**src/rtl/program_loader.sv**
```systemverilog
// program_loader: receives a SYNC/count/payload/checksum byte stream, writes 32-bit words
// into instruction memory and holds the processor in reset until a packet verifies.
module program_loader #(
  parameter int         ADDR_W    = 8,
  parameter logic [7:0] SYNC_BYTE = 8'hA5,
  parameter int         TIMEOUT   = 100000
) (
  input  logic              clk,
  input  logic              rst_n,
  input  logic              rx_valid,
  input  logic [7:0]        rx_data,
  output logic              rx_ready,
  output logic              imem_we,
  output logic [ADDR_W-1:0] imem_addr,
  output logic [31:0]       imem_wdata,
  output logic              cpu_reset,
  output logic              done,
  output logic              error
);
  localparam int MAX_WORDS = 2**ADDR_W;
  localparam int TW        = $clog2(TIMEOUT + 1);

  typedef enum logic [2:0] {IDLE, CNT_LO, CNT_HI, DATA, CHECK, RUN, ERROR} state_t;

  state_t            state_q, state_d;
  logic [15:0]       count_q, count_d;
  logic [7:0]        chk_q, chk_d;
  logic [31:0]       word_q, word_d, word_n;
  logic [1:0]        bidx_q, bidx_d;
  logic [ADDR_W:0]   widx_q, widx_d;
  logic [TW-1:0]     timer_q, timer_d;
  logic              we_q, we_d;
  logic [ADDR_W-1:0] addr_q, addr_d;
  logic [31:0]       wdata_q, wdata_d;
  logic              cpu_reset_q, cpu_reset_d;
  logic              done_q, done_d;
  logic              error_q, error_d;
  logic              acc, timed, is_sync;
  logic [15:0]       cnt_full;

  assign rx_ready   = ~we_q;
  assign imem_we    = we_q;
  assign imem_addr  = addr_q;
  assign imem_wdata = wdata_q;
  assign cpu_reset  = cpu_reset_q;
  assign done       = done_q;
  assign error      = error_q;

  always_comb begin
    acc         = rx_valid & rx_ready;
    is_sync     = rx_data == SYNC_BYTE;
    timed       = state_q inside {CNT_LO, CNT_HI, DATA, CHECK};
    cnt_full    = {rx_data, count_q[7:0]};
    word_n      = word_q;
    word_n[8*bidx_q +: 8] = rx_data;
    state_d     = state_q;
    count_d     = count_q;
    chk_d       = chk_q;
    word_d      = word_q;
    bidx_d      = bidx_q;
    widx_d      = widx_q;
    timer_d     = (!timed || acc) ? '0 : timer_q + 1'b1;
    we_d        = 1'b0;
    addr_d      = addr_q;
    wdata_d     = wdata_q;
    cpu_reset_d = cpu_reset_q;
    done_d      = done_q;
    error_d     = error_q;
    case (state_q)
      IDLE, RUN, ERROR: if (acc && is_sync) begin
        state_d     = CNT_LO;
        chk_d       = '0;
        widx_d      = '0;
        bidx_d      = '0;
        cpu_reset_d = 1'b1;
        done_d      = 1'b0;
        error_d     = 1'b0;
      end
      CNT_LO: if (acc) begin
        count_d[7:0] = rx_data;
        chk_d        = rx_data;
        state_d      = CNT_HI;
      end
      CNT_HI: if (acc) begin
        count_d = cnt_full;
        chk_d   = chk_q ^ rx_data;
        state_d = (cnt_full == '0) ? CHECK : (int'(cnt_full) > MAX_WORDS) ? ERROR : DATA;
        error_d = int'(cnt_full) > MAX_WORDS;
      end
      DATA: if (acc) begin
        chk_d  = chk_q ^ rx_data;
        word_d = word_n;
        bidx_d = bidx_q + 2'd1;
        if (bidx_q == 2'd3) begin
          we_d    = 1'b1;
          wdata_d = word_n;
          addr_d  = widx_q[ADDR_W-1:0];
          widx_d  = widx_q + 1'b1;
          state_d = (int'(widx_q) + 1 == int'(count_q)) ? CHECK : DATA;
        end
      end
      CHECK: if (acc) begin
        state_d     = (rx_data == chk_q) ? RUN : ERROR;
        cpu_reset_d = rx_data != chk_q;
        done_d      = rx_data == chk_q;
        error_d     = rx_data != chk_q;
      end
      default: state_d = IDLE;
    endcase
    if (timed && !acc && timer_q == TW'(TIMEOUT - 1)) begin
      state_d = ERROR;
      error_d = 1'b1;
    end
  end

  always_ff @(posedge clk or negedge rst_n) begin
    if (!rst_n) begin
      state_q     <= IDLE;
      count_q     <= '0;
      chk_q       <= '0;
      word_q      <= '0;
      bidx_q      <= '0;
      widx_q      <= '0;
      timer_q     <= '0;
      we_q        <= 1'b0;
      addr_q      <= '0;
      wdata_q     <= '0;
      cpu_reset_q <= 1'b1;
      done_q      <= 1'b0;
      error_q     <= 1'b0;
    end else begin
      state_q     <= state_d;
      count_q     <= count_d;
      chk_q       <= chk_d;
      word_q      <= word_d;
      bidx_q      <= bidx_d;
      widx_q      <= widx_d;
      timer_q     <= timer_d;
      we_q        <= we_d;
      addr_q      <= addr_d;
      wdata_q     <= wdata_d;
      cpu_reset_q <= cpu_reset_d;
      done_q      <= done_d;
      error_q     <= error_d;
    end
  end
endmodule

```
**config.mk**
```make
export PLATFORM = sky130hd
export DESIGN_NAME = program_loader
export DESIGN_NICKNAME = d
export VERILOG_FILES = /design/src/rtl/program_loader.sv
export SDC_FILE = /design/constraint.sdc
export NUM_CORES = 1
export LEC_CHECK = 0
export BUFFER_PORTS_ARGS = -buffer_cell sky130_fd_sc_hd__buf_2
export CAP_MARGIN = 5
export CORE_UTILIZATION = 44
export DETAILED_ROUTE_END_ITERATION = 6
export HOLD_SLACK_MARGIN = 0.08
export REMOVE_ABC_BUFFERS = 1
export SETUP_SLACK_MARGIN = 0.2
export SYNTH_ARGS = -nofsm -noshare
export SYNTH_HDL_FRONTEND = slang
export SYNTH_SLANG_ARGS = --single-unit
```
**constraint.sdc**
```tcl
create_clock -name clk -period 5.6 [get_ports clk]
set_input_delay 0.28 -clock clk [delete_from_list [all_inputs] [get_ports clk]]
set_output_delay 0.28 -clock clk [all_outputs]
set_load 0.03 [all_outputs]
```
==> metrics.txt, run 1 <==
critical path peak fanout 39; Routed WL 15200 um; VDD IR max 255 uV; CP Class reg2reg; row count 44; Hold Path Class in2async; first-pass GRT wire length 25000 um; largest net degree at the start of global routing 82; Post-layout nets 744; Inst Count DP 890; slew margin rel. 17.6%; reg2reg setup slack 1.24 ns; CP max stage cell nor3_1; post_cts resized 0; Worst Tran Pin Value 1.23 ns; reg2reg path depth 7; minimum clock period 4.36 ns; antenna violations before repair 0; routed vias/inst 5.70; CP top delay family simple AND/OR/NAND/NOR gates; share of layout cells above drive strength 1 14.7%; setup TNS 0 ns; Worst R2R End widx_q[4]$_DFFE_PN0P_; Max clock buf depth 2; grt ovf 0; synth-to-layout area growth 15.9%; Layout Skew 0.00744 ns; DRT iter0 DRCs 541; sw frac 36.4%; crit start category flop; Worst Path Buf+Inv 2; total clock sinks 131; final-layout fill cell count 1321; via count 5246; clock root buffer clkbuf_16; Setup crit end widx_q[4]$_DFFE_PN0P_; number of setup buffers added after CTS 0; leak pwr 3.37 nW; Slew Limit Fails 0; Routed met2 length 6950 um; I/O Buffers 55; Seq pwr share 37.2%; Switch Pwr 0.00151 W; fin area 7540 um2; sequential area share after synthesis 50.4%; Critical Path Max Stage Delay 0.98 ns; Async S/R FF share, synth 100%; Antenna Cells 0; commonest non-fill, non-tap cell in the layout dfrtp_1; CTS tree done; cell internal pwr 0.00264 W; H-tree lvl count 4; starting density of the core 44.9%; CP Launch Point state_q[1]$_DFFE_PN0P_; Post-DP Area 6880 um2; Critical Path Sink Type flop; final non-filler cell total 920; Post-Syn Instances 689; cts hold-fix bufs 0; synth warn 0; Placer Congestion 0.842; core area 14500 um2; most frequent cells in the layout dfrtp_1, a21oi_1, nor2_1; Die Width 124 um; die area 15300 um2; DRC 0; CTS clk-pin slew, worst paths 0.05 ns; Die H 124 um; Clock power frac 30.1%; CTS Buf Count 17; Cell variety after synth 58; vias in the first global route 4840; footprint of the multi-input gates 2970 um2; final hold vios 0; Worst-Skew Late Latency 0.42 ns; CP Cell Sequence nand2_1, nor3_1, nand2_1, inv_2, buf_4, nand3_1, o21ai_0; CP dominant cell by count nand2_1; Peak Freq 0.230 GHz; Routed wire per std cell 16.5 um; Total Routing Usage GR 21.5%; MaxCap Viol Count 0; Reg area 3280 um2; DP Wirelength 9820 um; final worst-path cycle share 77.8%; flops & latches, synth 131; PwrDens 550 nW/um2; remaining antenna violation count 0; worst r2r src state_q[1]$_DFFE_PN0P_; I/O pin count 56; Synth Flop Type dfrtp_1; Post-synth EDFFs 0; met3 wire len 713 um; critical path required time 5.93 ns; final setup violation count 0; status finished clean; unrepaired setup endpoints after global routing false; top sig layer met4; Post-Syn Area 6500 um2; Avg Inst Size Synth 9.44 um2; Gate power share 32.7%; drt first pass iters 5; crit path DAT 4.69 ns; Metal-1 WL 7290 um; cell count along the critical path 7
## worst reg2reg max path: stages (launching register included)
cell     delay (ns)
dfrtp_1        0.78
nand2_1        0.26
nor3_1         0.98
nand2_1        0.76
inv_2          0.73
buf_4          0.47
nand3_1        0.12
o21ai_0        0.17
## logic make-up (layout without fill, tap and decap cells)
family          after synthesis  in the layout  share of synthesized area (%)
flops                       131            131                           50.4
compound gates              199            199                           19.1
simple gates                243            243                           18.8
mux                          10             10                           1.69
fa+ha+maj                    10             10                           1.89
buf+inv                      65            112                           3.92
xor+xnor                     31             31                           4.17
## worst min path at each step
stage | to | depth (start not counted)
finish | widx_q[0]$_DFFE_PN0P_ | 1
global route | widx_q[0]$_DFFE_PN0P_ | 1
CTS | widx_q[0]$_DFFE_PN0P_ | 1
detailed placement | imem_addr[0]$_DFFE_PN0P_ | 2
global placement | imem_addr[3]$_DFFE_PN0P_ | 2
floorplan | bidx_q[0]$_DFFE_PN0P_ | 0
## sequential cells by signal (all words and copies together) (netlist names)
register	count
chk_q	8
imem_wdata	32
widx_q	9
imem_we	1
state_q	3
word_q	32
count_q	16
error	1
bidx_q	2
cpu_reset	1
timer_q	17
imem_addr	8
done	1
## synth_stat cells (4+ instances only)
cell      number  area (um2)
dfrtp_1      130        3250
a21oi_1       83         415
nor2_1        68         255
nand2_1       66         248
o21ai_0       38         190
clkbuf_1      37         139
nor2b_1       35         219
a22o_1        34         298
inv_1         22        82.6
xnor2_1       19         166
nand3_1       13        65.1
xor2_1        12         105
nand2b_1      11        68.8
o31ai_1        9        67.6
ha_1           8         100
mux2_2         8        90.1
nand4_1        8        50.1
nor3_1         8        40.0
and2_1         7        43.8
o211ai_1       7        52.6
a22oi_1        6        45.0
nor4_1         4        25.0
## power by group through the flow
stage	Sequential [W]	Clock, W	Combinational, W
after CTS	0.00154	0.00127	0.00137
after floorplan	0.00174	0	0.000774
after global placement	0.00154	0	0.00134
after global routing	0.00159	0.00131	0.00151
final	0.00154	0.00125	0.00136
after detailed placement	0.00155	0	0.00136
## through the flow
step                      setup WS [ns]  util, %  total power (W)  hold WS (ns)
after floorplan                    1.97        -          0.00251       -0.0156
after global placement             1.55     47.5          0.00287         0.462
after detailed placement           1.27     47.5          0.00291         0.469
after CTS                          1.24     52.0          0.00418        0.0856
after global routing              0.744     52.0          0.00441         0.132
final                              1.24     52.0          0.00415        0.0230
## area by class of cell
type / instances / share of cell area, %
sequential: 131 / 43.5
tap: 184 / 3.05
timing repair buffer: 60 / 4.18
clock inverter: 13 / 3.10
clock buffer: 17 / 5.65
inverter: 22 / 1.10
multi-input combinational: 493 / 39.4
## layer usage
layer / track usage, % / vias to the layer above
met5: 0 / -
li1: - / 2487
met3: 4.62 / 14
met2: 31.7 / 143
met4: 7.98 / 0
met1: 30.7 / 2602
Note: power is estimated with default switching activity, not from simulation.
==> run 2: changes to the inputs <==
==> constraint.sdc (replaced) <==
create_clock -name clk -period 3.55 [get_ports clk]
set_input_delay 0.1775 -clock clk [delete_from_list [all_inputs] [get_ports clk]]
set_output_delay 0.1775 -clock clk [all_outputs]
set_load 0.03 [all_outputs]
==> metrics.txt, run 2 (same netlist as run 1, synthesis figures left out) <==
share of layout cells above drive strength 1 14.7%; I/O pin count 56; PwrDens 838 nW/um2; Worst R2R End state_q[1]$_DFFE_PN0P_; via count 5229; Setup crit end state_q[1]$_DFFE_PN0P_; final setup violation count 0; DP Wirelength 10000 um; core area 14500 um2; critical path required time 3.82 ns; drt first pass iters 5; DRC 0; Critical Path Sink Type flop; row count 44; Place WS 0.770 ns; leak pwr 3.37 nW; grt ovf 0; final worst-path cycle share 77.5%; starting density of the core 44.9%; MaxCap Viol Count 0; clock root buffer clkbuf_16; CP Launch Point state_q[2]$_DFFE_PN0P_; synth-to-layout area growth 15.8%; Post-layout nets 750; Layout Skew 0.00577 ns; largest net degree at the start of global routing 67; first-pass GRT wire length 25400 um; H-tree lvl count 4; Inst Count DP 895; unrepaired setup endpoints after global routing false; remaining antenna violation count 0; crit start category flop; routed vias/inst 5.64; crit path DAT 3.02 ns; Tot Pwr 0.00631 W; Die H 124 um; minimum clock period 2.75 ns; final core occ 52.0%; antenna violations before repair 0; total clock sinks 131; Hold Path Class in2reg; Placer Congestion 0.845; Peak Freq 0.363 GHz; die area 15300 um2; Worst Tran Pin Value 1.23 ns; CTS tree done; Antenna Cells 0; I/O Buffers 55; CP Class reg2reg; Max clock buf depth 2; worst r2r src state_q[2]$_DFFE_PN0P_; VDD IR max 528 uV; final hold vios 0; reg2reg path depth 6; critical path peak fanout 20; DRT iter0 DRCs 311; vias in the first global route 4986; final worst slack 0.798 ns; CTS Buf Count 17; Routed wire per std cell 16.5 um; worst hold start rx_data[5]; final non-filler cell total 927; Die Width 124 um; final-layout fill cell count 1330; most frequent cells in the layout dfrtp_1, a21oi_1, nor2_1; CTS clk-pin slew, worst paths 0.05 ns; status finished clean; slew margin rel. 17.7%; Slew Limit Fails 0; reg2reg setup slack 0.80 ns; Worst-Skew Late Latency 0.41 ns; Total Routing Usage GR 21.6%; commonest non-fill, non-tap cell in the layout dfrtp_1; Routed WL 15300 um
run 2: critical path, cell delays in order, from the launching register on:
cell     delay, ns
dfrtp_1       0.72
o21ba_2       0.24
o21ai_1       0.94
or4_1         0.32
nand2_1       0.09
o22ai_1       0.19
o31ai_1       0.10
run 2: power breakdown:
part	switching (W)	internal [W]	total [W]
combinational	0.00130	0.000861	0.00216
sequential	0.000430	0.00200	0.00243
clock	0.000601	0.00112	0.00172
total	0.00233	0.00398	0.00631
run 2: final cells by class:
cell class	count	area (um2)	area share [%]
Tap cell	184	230	3.06
Clock buffer	27	513	6.81
Timing Repair Buffer	66	388	5.15
Clock inverter	4	70.1	0.930
Inverter	22	82.6	1.10
Sequential cell	131	3280	43.5
Multi-Input combinational cell	493	2970	39.4
run 2: worst min path at each step:
| stage | end | slack [ns] | cells after the start |
|---|---|---|---|
| after floorplan | bidx_q[0]$_DFFE_PN0P_ | -0.12 | 0 |
| final | chk_q[5]$_DFFE_PN0P_ | 0.23 | 3 |
| after detailed placement | imem_addr[3]$_DFFE_PN0P_ | 0.35 | 1 |
| after CTS | chk_q[5]$_DFFE_PN0P_ | 0.23 | 3 |
| after global routing | chk_q[5]$_DFFE_PN0P_ | 0.26 | 3 |
| after global placement | imem_addr[4]$_DFFE_PN0P_ | 0.33 | 1 |
run 2: repair_timing:
| action | 4_1_cts | 5_1_grt |
|---|---|---|
| hold buffers | 1 | 0 |
| resized for setup | 0 | 0 |
| buffers inserted | 0 | 0 |
| hold endpoints to repair | 65 | 0 |
run 2: per-layer routing:
layer  part of all wire, %  up-vias  GRT usage (%)
li1                      -     2502              -
met1                    49     2579           30.7
met2                    46      133           32.9
met3                   4.5       15           5.31
met4                   1.1        0           5.65
met5                     0        -              0
run 2: stage by stage:
step | cell area [um2] | hold WS [ns] | setup TNS [ns]
after floorplan | 6330 | -0.118 | -0.127
after global placement | 6940 | 0.331 | 0
after detailed placement | 6940 | 0.351 | 0
after CTS | 7530 | 0.227 | 0
after global routing | 7530 | 0.255 | 0
final | 7530 | 0.234 | 0
